===== config.mk =====
export PLATFORM = sky130hd
export DESIGN_NAME = rx_port_mux_flat
export DESIGN_NICKNAME = d
export VERILOG_FILES = /design/src/rtl/rx_port_mux_if.sv /design/src/rtl/rx_port_mux.sv /design/src/flat_wrapper.sv
export SDC_FILE = /design/constraint.sdc
export NUM_CORES = 1
export LEC_CHECK = 0
export CORE_MARGIN = 5
export CORE_UTILIZATION = 46
export CTS_CLUSTER_DIAMETER = 60
export CTS_CLUSTER_SIZE = 28
export DETAILED_ROUTE_END_ITERATION = 8
export PLACE_DENSITY = 0.95
export SLEW_MARGIN = 25
export SYNTH_ARGS = -nofsm -noshare
export SYNTH_HDL_FRONTEND = slang
export SYNTH_SLANG_ARGS = --single-unit

===== constraint.sdc =====
create_clock -name clk -period 6 [get_ports clk]
set_input_delay 1.2 -clock clk [delete_from_list [all_inputs] [get_ports clk]]
set_output_delay 1.2 -clock clk [all_outputs]
set_load 0.05 [all_outputs]

===== src/rtl/rx_port_mux_if.sv =====
// rx_port_mux_if: bus bundle for the ingress aggregation mux.
//   Upstream side : four per-port MAC receive FIFO pairs (frame pointer + byte data).
//   Downstream side: shared byte FIFO (sfifo) and pointer FIFO (ptr_sfifo), plus the drop counter.
// Modports:
//   master - the mux itself (drives read strobes, write strobes and drop_cnt).
//   slave  - the surrounding FIFOs / environment.
interface rx_port_mux_if;
    logic [3:0]  rx_ptr_empty;   // per-port pointer FIFO empty
    logic [3:0]  rx_ptr_rd;      // per-port pointer FIFO read strobe
    logic [63:0] rx_ptr_dout;    // port p at [16p+15:16p]: {prert[3:0], err, len[10:0]}
    logic [3:0]  rx_data_rd;     // per-port data FIFO read strobe
    logic [31:0] rx_data_dout;   // port p at [8p+7:8p], valid the cycle after rd
    logic        sfifo_wr;
    logic [7:0]  sfifo_din;
    logic        sfifo_afull;    // fewer than 2048 bytes free
    logic        ptr_sfifo_wr;
    logic [19:0] ptr_sfifo_din;  // {prert, src one-hot, 1'b0, len}
    logic        ptr_sfifo_full;
    logic [15:0] drop_cnt;       // saturating dropped-frame count

    modport master (
        input  rx_ptr_empty, rx_ptr_dout, rx_data_dout, sfifo_afull, ptr_sfifo_full,
        output rx_ptr_rd, rx_data_rd, sfifo_wr, sfifo_din, ptr_sfifo_wr, ptr_sfifo_din,
               drop_cnt
    );

    modport slave (
        output rx_ptr_empty, rx_ptr_dout, rx_data_dout, sfifo_afull, ptr_sfifo_full,
        input  rx_ptr_rd, rx_data_rd, sfifo_wr, sfifo_din, ptr_sfifo_wr, ptr_sfifo_din,
               drop_cnt
    );
endinterface


===== src/rtl/rx_port_mux.sv =====
// rx_port_mux: round-robin ingress aggregation of four MAC receive FIFO pairs into the shared
// byte FIFO and pointer FIFO feeding the frame processor. Whole frames are serialized; the
// pointer is written only after the last data byte. Frames with an out-of-range length
// (< 60 or > 1518) are drained and dropped; drop_cnt counts them (saturating).
// Ports:
//   clk  - clock
//   rstn - synchronous active-low reset
//   bus  - rx_port_mux_if.master (upstream FIFO pairs, sfifo, ptr_sfifo, drop_cnt)
// Build option:
//   RXMUX_DROP_ERR_EN - when defined, frames whose pointer error bit [11] is set are also
//                       drained, dropped and counted; otherwise the error bit is ignored.
module rx_port_mux (
    input  logic          clk,
    input  logic          rstn,
    rx_port_mux_if.master bus
);

`ifdef RXMUX_DROP_ERR_EN
    localparam logic DropErr = 1'b1;
`else
    localparam logic DropErr = 1'b0;
`endif
    localparam logic [10:0] MinLen = 11'd60;
    localparam logic [10:0] MaxLen = 11'd1518;

    typedef enum logic [2:0] {
        StIdle, StPtr, StLatch, StData, StFlush, StCommit
    } state_e;

    state_e      state_q, state_d;
    logic [1:0]  sel_q, sel_d;
    logic [1:0]  rr_q, rr_d;
    logic [10:0] len_q, len_d;
    logic [10:0] cnt_q, cnt_d;
    logic [3:0]  prert_q, prert_d;
    logic        drop_q, drop_d;
    logic        flush_q, flush_d;
    logic        rd_d1_q, rd_d1_d;
    logic        sfifo_wr_q, sfifo_wr_d;
    logic [7:0]  sfifo_din_q, sfifo_din_d;
    logic [15:0] drop_cnt_q, drop_cnt_d;

    logic [3:0]  req;
    logic [3:0]  sel_onehot;
    logic        gnt_valid;
    logic [1:0]  gnt;
    logic [15:0] ptr_word;
    logic [7:0]  data_byte;

    assign req        = ~bus.rx_ptr_empty;
    assign sel_onehot = 4'b0001 << sel_q;
    assign ptr_word   = bus.rx_ptr_dout[{sel_q, 4'b0000} +: 16];
    assign data_byte  = bus.rx_data_dout[{sel_q, 3'b000} +: 8];

    // Cyclic search from rr_q; iterating downwards lets the nearest requester win.
    always_comb begin
        gnt_valid = 1'b0;
        gnt       = rr_q;
        for (int i = 3; i >= 0; i--) begin
            if (req[rr_q + 2'(i)]) begin
                gnt_valid = 1'b1;
                gnt       = rr_q + 2'(i);
            end
        end
    end

    always_comb begin
        state_d          = state_q;
        sel_d            = sel_q;
        rr_d             = rr_q;
        len_d            = len_q;
        cnt_d            = cnt_q;
        prert_d          = prert_q;
        drop_d           = drop_q;
        flush_d          = flush_q;
        drop_cnt_d       = drop_cnt_q;
        rd_d1_d          = 1'b0;
        bus.rx_ptr_rd    = 4'b0000;
        bus.rx_data_rd   = 4'b0000;
        bus.ptr_sfifo_wr = 1'b0;
        bus.ptr_sfifo_din = 20'h0_0000;

        // Write pipeline: rd -> (data valid) -> registered write, gated by the frame's drop flag.
        sfifo_wr_d  = rd_d1_q & ~drop_q;
        sfifo_din_d = rd_d1_q ? data_byte : 8'h00;

        unique case (state_q)
            StIdle: begin
                // Downstream space is only checked here; afull leaves room for a max frame.
                if (gnt_valid && !bus.sfifo_afull && !bus.ptr_sfifo_full) begin
                    sel_d   = gnt;
                    state_d = StPtr;
                end
            end
            StPtr: begin
                bus.rx_ptr_rd = sel_onehot;
                state_d       = StLatch;
            end
            StLatch: begin
                len_d   = ptr_word[10:0];
                prert_d = ptr_word[15:12];
                drop_d  = (ptr_word[10:0] < MinLen) || (ptr_word[10:0] > MaxLen) ||
                          (ptr_word[11] && DropErr);
                cnt_d   = ptr_word[10:0];
                flush_d = 1'b0;
                state_d = (ptr_word[10:0] == 11'd0) ? StFlush : StData;
            end
            StData: begin
                // Dropped frames are drained too, so the next pointer lines up with its data.
                bus.rx_data_rd = sel_onehot;
                rd_d1_d        = 1'b1;
                if (cnt_q == 11'd1) begin
                    state_d = StFlush;
                end else begin
                    cnt_d = cnt_q - 11'd1;
                end
            end
            StFlush: begin
                if (flush_q) begin
                    state_d = StCommit;
                end else begin
                    flush_d = 1'b1;
                end
            end
            StCommit: begin
                if (!drop_q) begin
                    bus.ptr_sfifo_wr  = 1'b1;
                    bus.ptr_sfifo_din = {prert_q, sel_onehot, 1'b0, len_q};
                end else if (drop_cnt_q != 16'hFFFF) begin
                    drop_cnt_d = drop_cnt_q + 16'd1;
                end
                rr_d    = sel_q + 2'd1;
                state_d = StIdle;
            end
            default: state_d = StIdle;
        endcase
    end

    always_ff @(posedge clk) begin
        if (!rstn) begin
            state_q     <= StIdle;
            sel_q       <= 2'd0;
            rr_q        <= 2'd0;
            len_q       <= 11'd0;
            cnt_q       <= 11'd0;
            prert_q     <= 4'd0;
            drop_q      <= 1'b0;
            flush_q     <= 1'b0;
            rd_d1_q     <= 1'b0;
            sfifo_wr_q  <= 1'b0;
            sfifo_din_q <= 8'h00;
            drop_cnt_q  <= 16'd0;
        end else begin
            state_q     <= state_d;
            sel_q       <= sel_d;
            rr_q        <= rr_d;
            len_q       <= len_d;
            cnt_q       <= cnt_d;
            prert_q     <= prert_d;
            drop_q      <= drop_d;
            flush_q     <= flush_d;
            rd_d1_q     <= rd_d1_d;
            sfifo_wr_q  <= sfifo_wr_d;
            sfifo_din_q <= sfifo_din_d;
            drop_cnt_q  <= drop_cnt_d;
        end
    end

    assign bus.sfifo_wr  = sfifo_wr_q;
    assign bus.sfifo_din = sfifo_din_q;
    assign bus.drop_cnt  = drop_cnt_q;

endmodule


===== src/flat_wrapper.sv =====
// flat-port wrapper written by rule: the top's interface ports become plain ports
module rx_port_mux_flat 
  (clk, rstn, bus_rx_ptr_empty, bus_rx_ptr_dout, bus_rx_data_dout, bus_sfifo_afull, bus_ptr_sfifo_full, bus_rx_ptr_rd, bus_rx_data_rd, bus_sfifo_wr, bus_sfifo_din, bus_ptr_sfifo_wr, bus_ptr_sfifo_din, bus_drop_cnt);
  rx_port_mux_if bus_i ();
  input  logic clk;
  input  logic rstn;
  input wire logic [$bits(bus_i.rx_ptr_empty)-1:0] bus_rx_ptr_empty;
  input wire logic [$bits(bus_i.rx_ptr_dout)-1:0] bus_rx_ptr_dout;
  input wire logic [$bits(bus_i.rx_data_dout)-1:0] bus_rx_data_dout;
  input wire logic [$bits(bus_i.sfifo_afull)-1:0] bus_sfifo_afull;
  input wire logic [$bits(bus_i.ptr_sfifo_full)-1:0] bus_ptr_sfifo_full;
  output wire logic [$bits(bus_i.rx_ptr_rd)-1:0] bus_rx_ptr_rd;
  output wire logic [$bits(bus_i.rx_data_rd)-1:0] bus_rx_data_rd;
  output wire logic [$bits(bus_i.sfifo_wr)-1:0] bus_sfifo_wr;
  output wire logic [$bits(bus_i.sfifo_din)-1:0] bus_sfifo_din;
  output wire logic [$bits(bus_i.ptr_sfifo_wr)-1:0] bus_ptr_sfifo_wr;
  output wire logic [$bits(bus_i.ptr_sfifo_din)-1:0] bus_ptr_sfifo_din;
  output wire logic [$bits(bus_i.drop_cnt)-1:0] bus_drop_cnt;
  assign bus_i.rx_ptr_empty = bus_rx_ptr_empty;
  assign bus_i.rx_ptr_dout = bus_rx_ptr_dout;
  assign bus_i.rx_data_dout = bus_rx_data_dout;
  assign bus_i.sfifo_afull = bus_sfifo_afull;
  assign bus_i.ptr_sfifo_full = bus_ptr_sfifo_full;
  assign bus_rx_ptr_rd = bus_i.rx_ptr_rd;
  assign bus_rx_data_rd = bus_i.rx_data_rd;
  assign bus_sfifo_wr = bus_i.sfifo_wr;
  assign bus_sfifo_din = bus_i.sfifo_din;
  assign bus_ptr_sfifo_wr = bus_i.ptr_sfifo_wr;
  assign bus_ptr_sfifo_din = bus_i.ptr_sfifo_din;
  assign bus_drop_cnt = bus_i.drop_cnt;
  rx_port_mux u_core (.clk(clk), .rstn(rstn), .bus(bus_i));
endmodule

==> run metrics, run 1 <==
final core occ 69.38%; Syn Nets between 500 and 600; CTS Buf Count 9; Skew-Pair Late Insertion Delay approximately 330 ps; routed vias/inst roughly 5.5; ys flop type dfxtp_1; drt wl/cell between 15 and 20 um; PD cells 183.3 nW/um^2; Yosys top cell by area dfxtp_1; worst r2r src u_core.state_q[2]; filler instances around 590; cell row count 32; Syn Inst Count 412; Setup TNS 0 ps; FF-to-FF End u_core.cnt_q[1]; number of H-tree levels 3; Core Footprint just under 8000 um^2; synth warn 0; detailed-placement wirelength estimate around 8.3 mm; vias in the first global route around 3700; Hold Path Sink u_core.len_q[9]; Root Driver clkbuf_8; Setup Fix Bufs, Post-CTS 0; aggregate global routing overflow 0; Slew headroom 42.21%; #FFs+latches synth a little over 60; HP Class flop to flop; Area growth syn-to-layout 46.40%; commonest non-fill, non-tap cell in the layout clkdlybuf4s50_1; largest cells by area after synthesis dfxtp_1 33%, mux4_2 14%, and2_1 6.6%, nand2_1 6.0%, a21boi_1 5.1%; Clk pin slew, worst setup/hold paths about 60 ps; ys async rst share 0%; count of cell types in the netlist between 60 and 70; CTS tree yes; max cap viols 0; Worst Hold Path Cells 2; crit path capture type primary output; final setup violation count 0; share of cells above drive strength 1 7.776%; FF-to-FF setup slack around 3300 ps; Initial Utilization between 40% and 50%; number of detailed-route iterations in the first pass 5; Post-Synthesis Cell Area between 3000 and 4000 um^2; height of the chip roughly 99 um; # hold bufs at CTS 0; Critical Path Fanout Max 20; Max Freq between 200 and 300 MHz; n_diodes 0; Routed WL between 10 and 15 mm; Syn Area/Cell roughly 9 um^2; first-pass GRT wire length 17.48 mm; most frequent cells in the layout 152 x clkdlybuf4s50_1, 60 x dfxtp_1, 59 x nand2_1; initial drt markers 295; Ports between 150 and 200; WP data arrival ~2800 ps; GR Util met2 a little under 40%; drt drc 0; Worst Tran Pin Value slightly below 900 ps; pin count of the biggest net entering global routing 58; HP Start u_core.len_q[9]; multi-input logic area between 2000 and 2500 um^2; Worst Path Required between 4000 and 5000 ps; routing usage on met3 around 5.8%; Nets 660; status finished clean; initial antenna violation count 0; GRT busiest layer met2; chip width around 100 um; TritonCTS Sinks 61; LEAKAGE roughly 1.9 nW; post-cts resize count 0; Placer Congestion 0.8745; final hold vios 0; Global Route Usage Sum around 22%; Pwr Total slightly below 0.001 W; Reg area around 1200 um^2; skew final 10.73 ps; RSZ-0062 raised after global routing no; IO Port Bufs ~150; R2R cell count 5; Vias between 3000 and 4000; critical path type flop to primary output; Synth top area share 33.17%; fin. max-slew vios 0; Max VDD drop around 0.1 mV; Tcrit/Tclk final 65.84%; Seq/Total Area, Yosys between 30% and 40%; DIE AREA ~9900 um^2; Bufs on Longest Clock Path 2; EDFF count, synth 0; crit start category flop; fin crit period 3950 ps; global routing usage on met1 around a quarter; ANT nets after route 0
-- worst max path at each step --
| stage | start | to | slack [ps] | cells after the start |
|---|---|---|---|---|
| 6_report | u_core.state_q[2] | bus_ptr_sfifo_din[6] | 2050 | 4 |
| 5_1_grt | u_core.state_q[2] | bus_ptr_sfifo_din[12] | 1850 | 4 |
| 4_1_cts | u_core.state_q[2] | bus_ptr_sfifo_din[6] | 1670 | 4 |
| 3_5_place_dp | u_core.state_q[2] | bus_ptr_sfifo_din[6] | 2030 | 4 |
| 3_3_place_gp | u_core.state_q[2] | bus_ptr_sfifo_din[6] | 2200 | 4 |
| 2_1_floorplan | u_core.state_q[2] | bus_ptr_sfifo_din[10] | 2820 | 5 |
-- sequential cells by signal, indices dropped and copies added (netlist names) --
| signal | cells |
|---|---|
| u_core.cnt_q | 11 |
| u_core.bus.sfifo_din | 8 |
| u_core.flush_q | 1 |
| u_core.rr_q | 2 |
| u_core.len_q | 11 |
| u_core.drop_q | 1 |
| u_core.bus.drop_cnt | 16 |
| u_core.prert_q | 4 |
| u_core.state_q | 3 |
| u_core.bus.sfifo_wr | 1 |
| u_core.sel_q | 2 |
| u_core.rd_d1_q | 1 |
-- cells in the mapped netlist, drive strengths merged, types with 2 or more instances --
cell type / n
a21boi: 29
a21oi: 8
a41oi: 3
and2: 39
and3: 2
and4: 2
buf: 13
clkbuf: 15
dfxtp: 61
ha: 7
inv: 10
mux2i: 4
mux4: 23
nand2: 59
nand2b: 4
nand3: 10
nand3b: 3
nand4: 5
nor2: 23
nor2b: 11
nor3: 5
nor4: 3
o21a: 5
o21ai: 23
o221a: 2
o22ai: 2
o31ai: 3
o41ai: 2
or2: 2
or3: 7
xnor2: 3
xor2: 3
-- critical path, stage by stage (launching register included) --
cell and delay (ps):
dfxtp_1 540, nand3b_1 240, nor2_2 590, and2_1 230, clkdlybuf4s50_1 810
-- cells by family (layout without fill, tap and decap cells) --
kind of cell / Yosys count / after routing / share of synthesized area [%]
xor+xnor: 6 / 6 / 1.428
fa+ha+maj: 7 / 7 / 2.379
flops: 61 / 61 / 33.17
simple gates: 182 / 182 / 26.00
mux: 27 / 27 / 15.16
buf+inv: 38 / 179 / 4.691
compound gates: 90 / 90 / 17.06
other cells: 1 / 1 / 0.1019
-- final cells by class --
cell class / count / share of cell area (%)
tap: 102 / 2.368
timing repair buffer: 154 / 28.51
clock buffer: 13 / 2.763
sequential: 61 / 22.73
multi-input combinational: 313 / 42.74
inverter: 10 / 0.6965
clock inverter: 2 / 0.1857
-- routing by layer --
| layer | share of wire, % | vias to the layer above |
|---|---|---|
| li1 | - | 1746 |
| met1 | 38 | 1662 |
| met2 | 50 | 176 |
| met3 | 9.1 | 22 |
| met4 | 2.1 | 0 |
| met5 | 0 | - |
-- where the power goes --
part           switching, W  total (W)  internal (W)  leakage, nW
Clock              0.000148   0.000306      0.000158       0.0833
Sequential        0.0000227   0.000447      0.000425        0.494
Combinational      0.000109   0.000234      0.000125         1.36
Total              0.000280   0.000988      0.000707         1.94
-- stage by stage --
stage / std cells / worst slack, ps / hold slack [ps] / cell area (um^2)
6_report: 655 / 2050 / 449.4 / 5389
5_1_grt: 655 / 1853 / 475.8 / 5389
4_1_cts: 655 / 1671 / 451.3 / 5373
3_5_place_dp: 640 / 2028 / 442.6 / 5214
3_3_place_gp: 640 / 2202 / 437.4 / 5211
2_1_floorplan: 412 / 2819 / 421.8 / 3681
No activity file was read; power rests on OpenSTA's default activity.
==> run 2, diff against run 1 <==
Settings changed: CORE_UTILIZATION 46 to 43, PLACE_DENSITY 0.95 to 0.9.
Clock period 6 ns to 3.75 ns, I/O delays scaled along.
==> run 2 against run 1 <==
Non-clock buffer count increased by 8. Clock power increased by 110%. Largest power group unchanged. First-iteration DRC count increased by 4.7%. Critical endpoint is now bus_ptr_sfifo_din[9]. Flip-flop and latch count unchanged. Critical path depth increased by 1. Count of clock-buffer cells in the layout decreased by 4. Wire length increased by 3.5%. Global-route usage decreased by 0.68 points.
==> run metrics, run 2 (synthesized netlist as in run 1, its figures left out) <==
worst r2r src u_core.sel_q[0]; initial antenna violation count 0; Core Footprint between 8000 and 9000 um^2; Area growth syn-to-layout 49.42%; Post-Layout Cell Count roughly 670; post-cts resize count 0; CP Capture Point bus_ptr_sfifo_din[9]; Vias 3697; Reg area ~1200 um^2; Global Route Usage Sum around a fifth; n_diodes 0; commonest non-fill, non-tap cell in the layout clkdlybuf4s50_1; FF-to-FF setup slack 1020 ps; routed vias/inst roughly 5.5; critical path type flop to primary output; Slew headroom between 40% and 50%; Placed Area approximately 5300 um^2; FF-to-FF End u_core.state_q[1]; fin. max-slew vios 0; final core occ between 60% and 70%; height of the chip around 100 um; Worst Tran Pin Value 780.0 ps; Reg power frac between 40% and 50%; cell row count 33; Routed WL 11.18 mm; Setup TNS 0 ps; R2R cell count 6; crit path launch u_core.state_q[2]; # hold bufs at CTS 0; Place WS around 960 ps; number of detailed-route iterations in the first pass 5; Tcrit/Tclk final between 80% and 90%; Placer Congestion around 0.88; drt drc 0; pin count of the biggest net entering global routing 26; IO Port Bufs approximately 150; share of cells above drive strength 1 under 10%; Bufs on Longest Clock Path 2; first-pass GRT wire length 17.51 mm; Max Freq approximately 310 MHz; max cap viols 0; TritonCTS Sinks 61; final hold vios 0; detailed-placement wirelength estimate ~8.7 mm; vias in the first global route 3715; chip width 102.5 um; filler instances 610; HP Class flop to flop; crit start category flop; Worst Path Required roughly 3000 ps; skew final about 7.2 ps; RSZ-0062 raised after global routing no; Initial Utilization between 40% and 50%; Sw Share 27.54%; initial drt markers 309; Nets between 600 and 700; multi-input logic area between 2000 and 2500 um^2; CTS tree yes; fin worst setup slack 524.8 ps; crit path capture type primary output; Ports about 160; power share of the clock group between 30% and 40%; Skew-Pair Late Insertion Delay between 300 and 400 ps; fin crit period about 3200 ps; Max VDD drop about 0.14 mV; aggregate global routing overflow 0; final setup violation count 0; PD cells between 300 and 400 nW/um^2; number of H-tree levels 3; Root Driver clkbuf_8; drt wl/cell ~17 um; most frequent cells in the layout 152 x clkdlybuf4s50_1, 60 x dfxtp_1, 59 x nand2_1; status finished clean; WP data arrival roughly 2500 ps; Setup Fix Bufs, Post-CTS 0; Comb power frac 22.1%; LEAKAGE between 2 and 2.5 nW; ANT nets after route 0; Net Sw Power between 0.0004 and 0.0005 W; design area roughly 5500 um^2; DIE AREA about 11000 um^2; Clk pin slew, worst setup/hold paths about 70 ps; cell-internal power around 0.0013 W; DP Cell Count 651; max FFs per register 16; CTS Buf Count 9; Critical Path Fanout Max 20
## run 2: cell count changes in the layout (fill, tap and decap cells not counted), moves of 2 or more
| cell | change |
|---|---|
| buf_4 | +8 |
| bufinv_16 | +2 |
| clkbuf_1 | -3 |
| clkinvlp_4 | +2 |
| nor2_1 | +2 |
| nor2_2 | -2 |
## run 2: power groups by stage
| stage | Combinational (W) | Sequential, W | Clock [W] |
|---|---|---|---|
| final | 0.000383 | 0.000713 | 0.000636 |
| after global placement | 0.000365 | 0.000725 | 0 |
| after floorplan | 0.000229 | 0.000712 | 0 |
| after CTS | 0.000381 | 0.000712 | 0.000647 |
| after global routing | 0.000415 | 0.000718 | 0.000679 |
| after detailed placement | 0.000379 | 0.000726 | 0 |
## run 2: final cells by class
cell class / count / share of cell area, %
multi-input combinational: 313 / 41.79
timing repair buffer: 162 / 29.03
sequential: 61 / 22.22
tap: 105 / 2.389
clock buffer: 9 / 2.252
clock inverter: 7 / 1.638
inverter: 10 / 0.6824
## run 2: worst min path at each step
stage,startpoint,end,cells after the start
3_5_place_dp,u_core.len_q[6],u_core.len_q[6],2
6_report,u_core.len_q[6],u_core.len_q[6],2
2_1_floorplan,u_core.drop_q,u_core.bus.sfifo_wr,1
4_1_cts,u_core.len_q[6],u_core.len_q[6],2
3_3_place_gp,u_core.len_q[7],u_core.len_q[7],2
5_1_grt,u_core.len_q[6],u_core.len_q[6],2
## run 2: metrics by stage
stage | hold slack (ps) | power, W
2_1_floorplan | 421.8 | 0.0009408
3_3_place_gp | 441.6 | 0.001089
3_5_place_dp | 444.4 | 0.001105
4_1_cts | 454.1 | 0.001740
5_1_grt | 469.2 | 0.001811
6_report | 452.9 | 0.001732
## run 2: critical path, cell delays in order, from the launching register on
cell             delay, ps
dfxtp_1                530
nand3b_1               210
nor2_1                 160
buf_4                  240
and2_1                 170
clkdlybuf4s50_1        810
## run 2: per-layer routing
metal | global-route usage (%) | vias to the layer above | wire length [um]
li1 | - | 1758 | -
met1 | 24.36 | 1717 | 4239
met2 | 36.20 | 182 | 5522
met3 | 6.157 | 40 | 1000
met4 | 10.80 | 0 | 421
met5 | 0 | - | 0
==> run 3, diff against run 2 <==
Settings changed: REMOVE_ABC_BUFFERS set to 1.
==> run 3 against run 2 <==
Clock power fell by 17%. Fmax fell by 8.1%. First-iteration DRC count fell by 31%. Critical endpoint is now bus_ptr_sfifo_din[19]. Largest power group unchanged. Via count fell by 0.30%. Wire length rose by 2.7%. Final cell count fell by 0.30%. Critical path depth did not move.
==> run metrics, run 3 (synthesized netlist as in run 1, its figures left out) <==
status finished clean; Worst Tran Pin Value 914.7 ps; WP data arrival 2760 ps; Nets about 670; crit path capture type primary output; power share of the clock group between 30% and 40%; filler instances 659; Routed WL 11.48 mm; Vias between 3000 and 4000; drt drc 0; Skew-Pair Late Insertion Delay 350 ps; height of the chip 102.5 um; max FFs per register 16; Slew headroom between 30 and 40%; CP top delay family buffers and inverters; Comb power frac between 20% and 30%; final setup violation count 0; Setup TNS 0 ps; # hold bufs at CTS 0; share of cells above drive strength 1 10.36%; Global Route Usage Sum a little over a fifth; DIE AREA 10510 um^2; crit-path max cell delay 800 ps; n_diodes 0; DP Cell Count 649; Reg power frac between 40% and 50%; IO Port Bufs approximately 150; drt wl/cell roughly 17 um; Area growth syn-to-layout 47.48%; Placer Congestion approximately 0.9; Tcrit/Tclk final 93.61%; post-cts resize count 0; max cap viols 0; routed vias/inst roughly 5.5; WHS between 400 and 500 ps; Worst Path Required about 3000 ps; Critical Path Fanout Max 13; Setup Fix Bufs, Post-CTS 0; Max Freq around 280 MHz; Clk pin slew, worst setup/hold paths around 70 ps; initial drt markers 214; fin worst setup slack approximately 240 ps; Ports about 160; CTS Buf Count 9; HP Class flop to flop; Core Footprint 8299 um^2; ANT nets after route 0; number of H-tree levels 3; Net Sw Power around 0.00046 W; Post-Layout Cell Count approximately 670; cell row count 33; number of detailed-route iterations in the first pass 5; crit start category flop; Sw Share 28.70%; LEAKAGE ~2 nW; final core occ 65.42%; buffer and inverter count on the worst path 2; vias in the first global route between 3000 and 4000; Max VDD drop ~0.15 mV; aggregate global routing overflow 0; commonest non-fill, non-tap cell in the layout clkdlybuf4s50_1; most frequent cells in the layout 144 x clkdlybuf4s50_1, 60 x dfxtp_1, 59 x nand2_1; worst-path cell chain nand3b_1 -> nor2_1 -> buf_4 -> and2_1 -> clkdlybuf4s50_1; first-pass GRT wire length around 18 mm; CTS tree yes; Initial Utilization about 44%; final hold vios 0; cell-internal power roughly 0.0012 W; pin count of the biggest net entering global routing 28; Root Driver clkbuf_8; fin. max-slew vios 0; initial antenna violation count 0; PD cells roughly 300 nW/um^2; TritonCTS Sinks between 60 and 70; critical path type flop to primary output; multi-input logic area about 2300 um^2; Place WS between 600 and 700 ps; detailed-placement wirelength estimate slightly below 9 mm; Reg area 1222 um^2; Bufs on Longest Clock Path 2; skew final ~14 ps; RSZ-0062 raised after global routing no; fin crit period between 3000 and 4000 ps; Slowest-stage cell, CP clkdlybuf4s50_1; chip width ~100 um
[run 3: worst paths after layout]
check	startpoint	endpoint	slack, ps	depth (start not counted)
worst min register to register	u_core.len_q[8]	u_core.len_q[8]	450	2
worst max-delay path	u_core.state_q[2]	bus_ptr_sfifo_din[19]	240	5
worst max register to register	u_core.sel_q[1]	u_core.state_q[1]	1340	6
worst min-delay path	u_core.len_q[8]	u_core.len_q[8]	450	2
[run 3: final cells by class]
class	count	share of cell area, %
Sequential cell	61	22.52
Inverter	10	0.6914
Tap cell	105	2.420
Clock inverter	4	0.4148
Clock buffer	12	2.858
Timing Repair Buffer	160	28.76
Multi-Input combinational cell	313	42.34
[run 3: power groups by stage]
stage	Combinational [W]	Clock, W	Sequential [W]
after global placement	0.000361	0	0.000725
after detailed placement	0.000375	0	0.000727
final	0.000378	0.000528	0.000714
after CTS	0.000377	0.000536	0.000713
after global routing	0.000412	0.000566	0.000718
after floorplan	0.000198	0	0.000723
[run 3: layer usage]
layer  vias to the layer above  wire [um]  GRT usage (%)
li1                       1755          -              -
met1                      1725       4322          25.91
met2                       192       5972          38.63
met3                        14       1054          6.563
met4                         0        131          5.247
met5                         -          0              0
[run 3: per-stage QoR]
| stage | area, um^2 | total power, W |
|---|---|---|
| global route | 5429 | 0.001696 |
| finish | 5429 | 0.001620 |
| CTS | 5418 | 0.001625 |
| detailed placement | 5240 | 0.001102 |
| global placement | 5240 | 0.001087 |
| floorplan | 3546 | 0.0009204 |
[run 3: worst min-delay path: stages (launching register included)]
cell	delay [ps]
dfxtp_1	310
nand2_1	50
a21boi_1	50
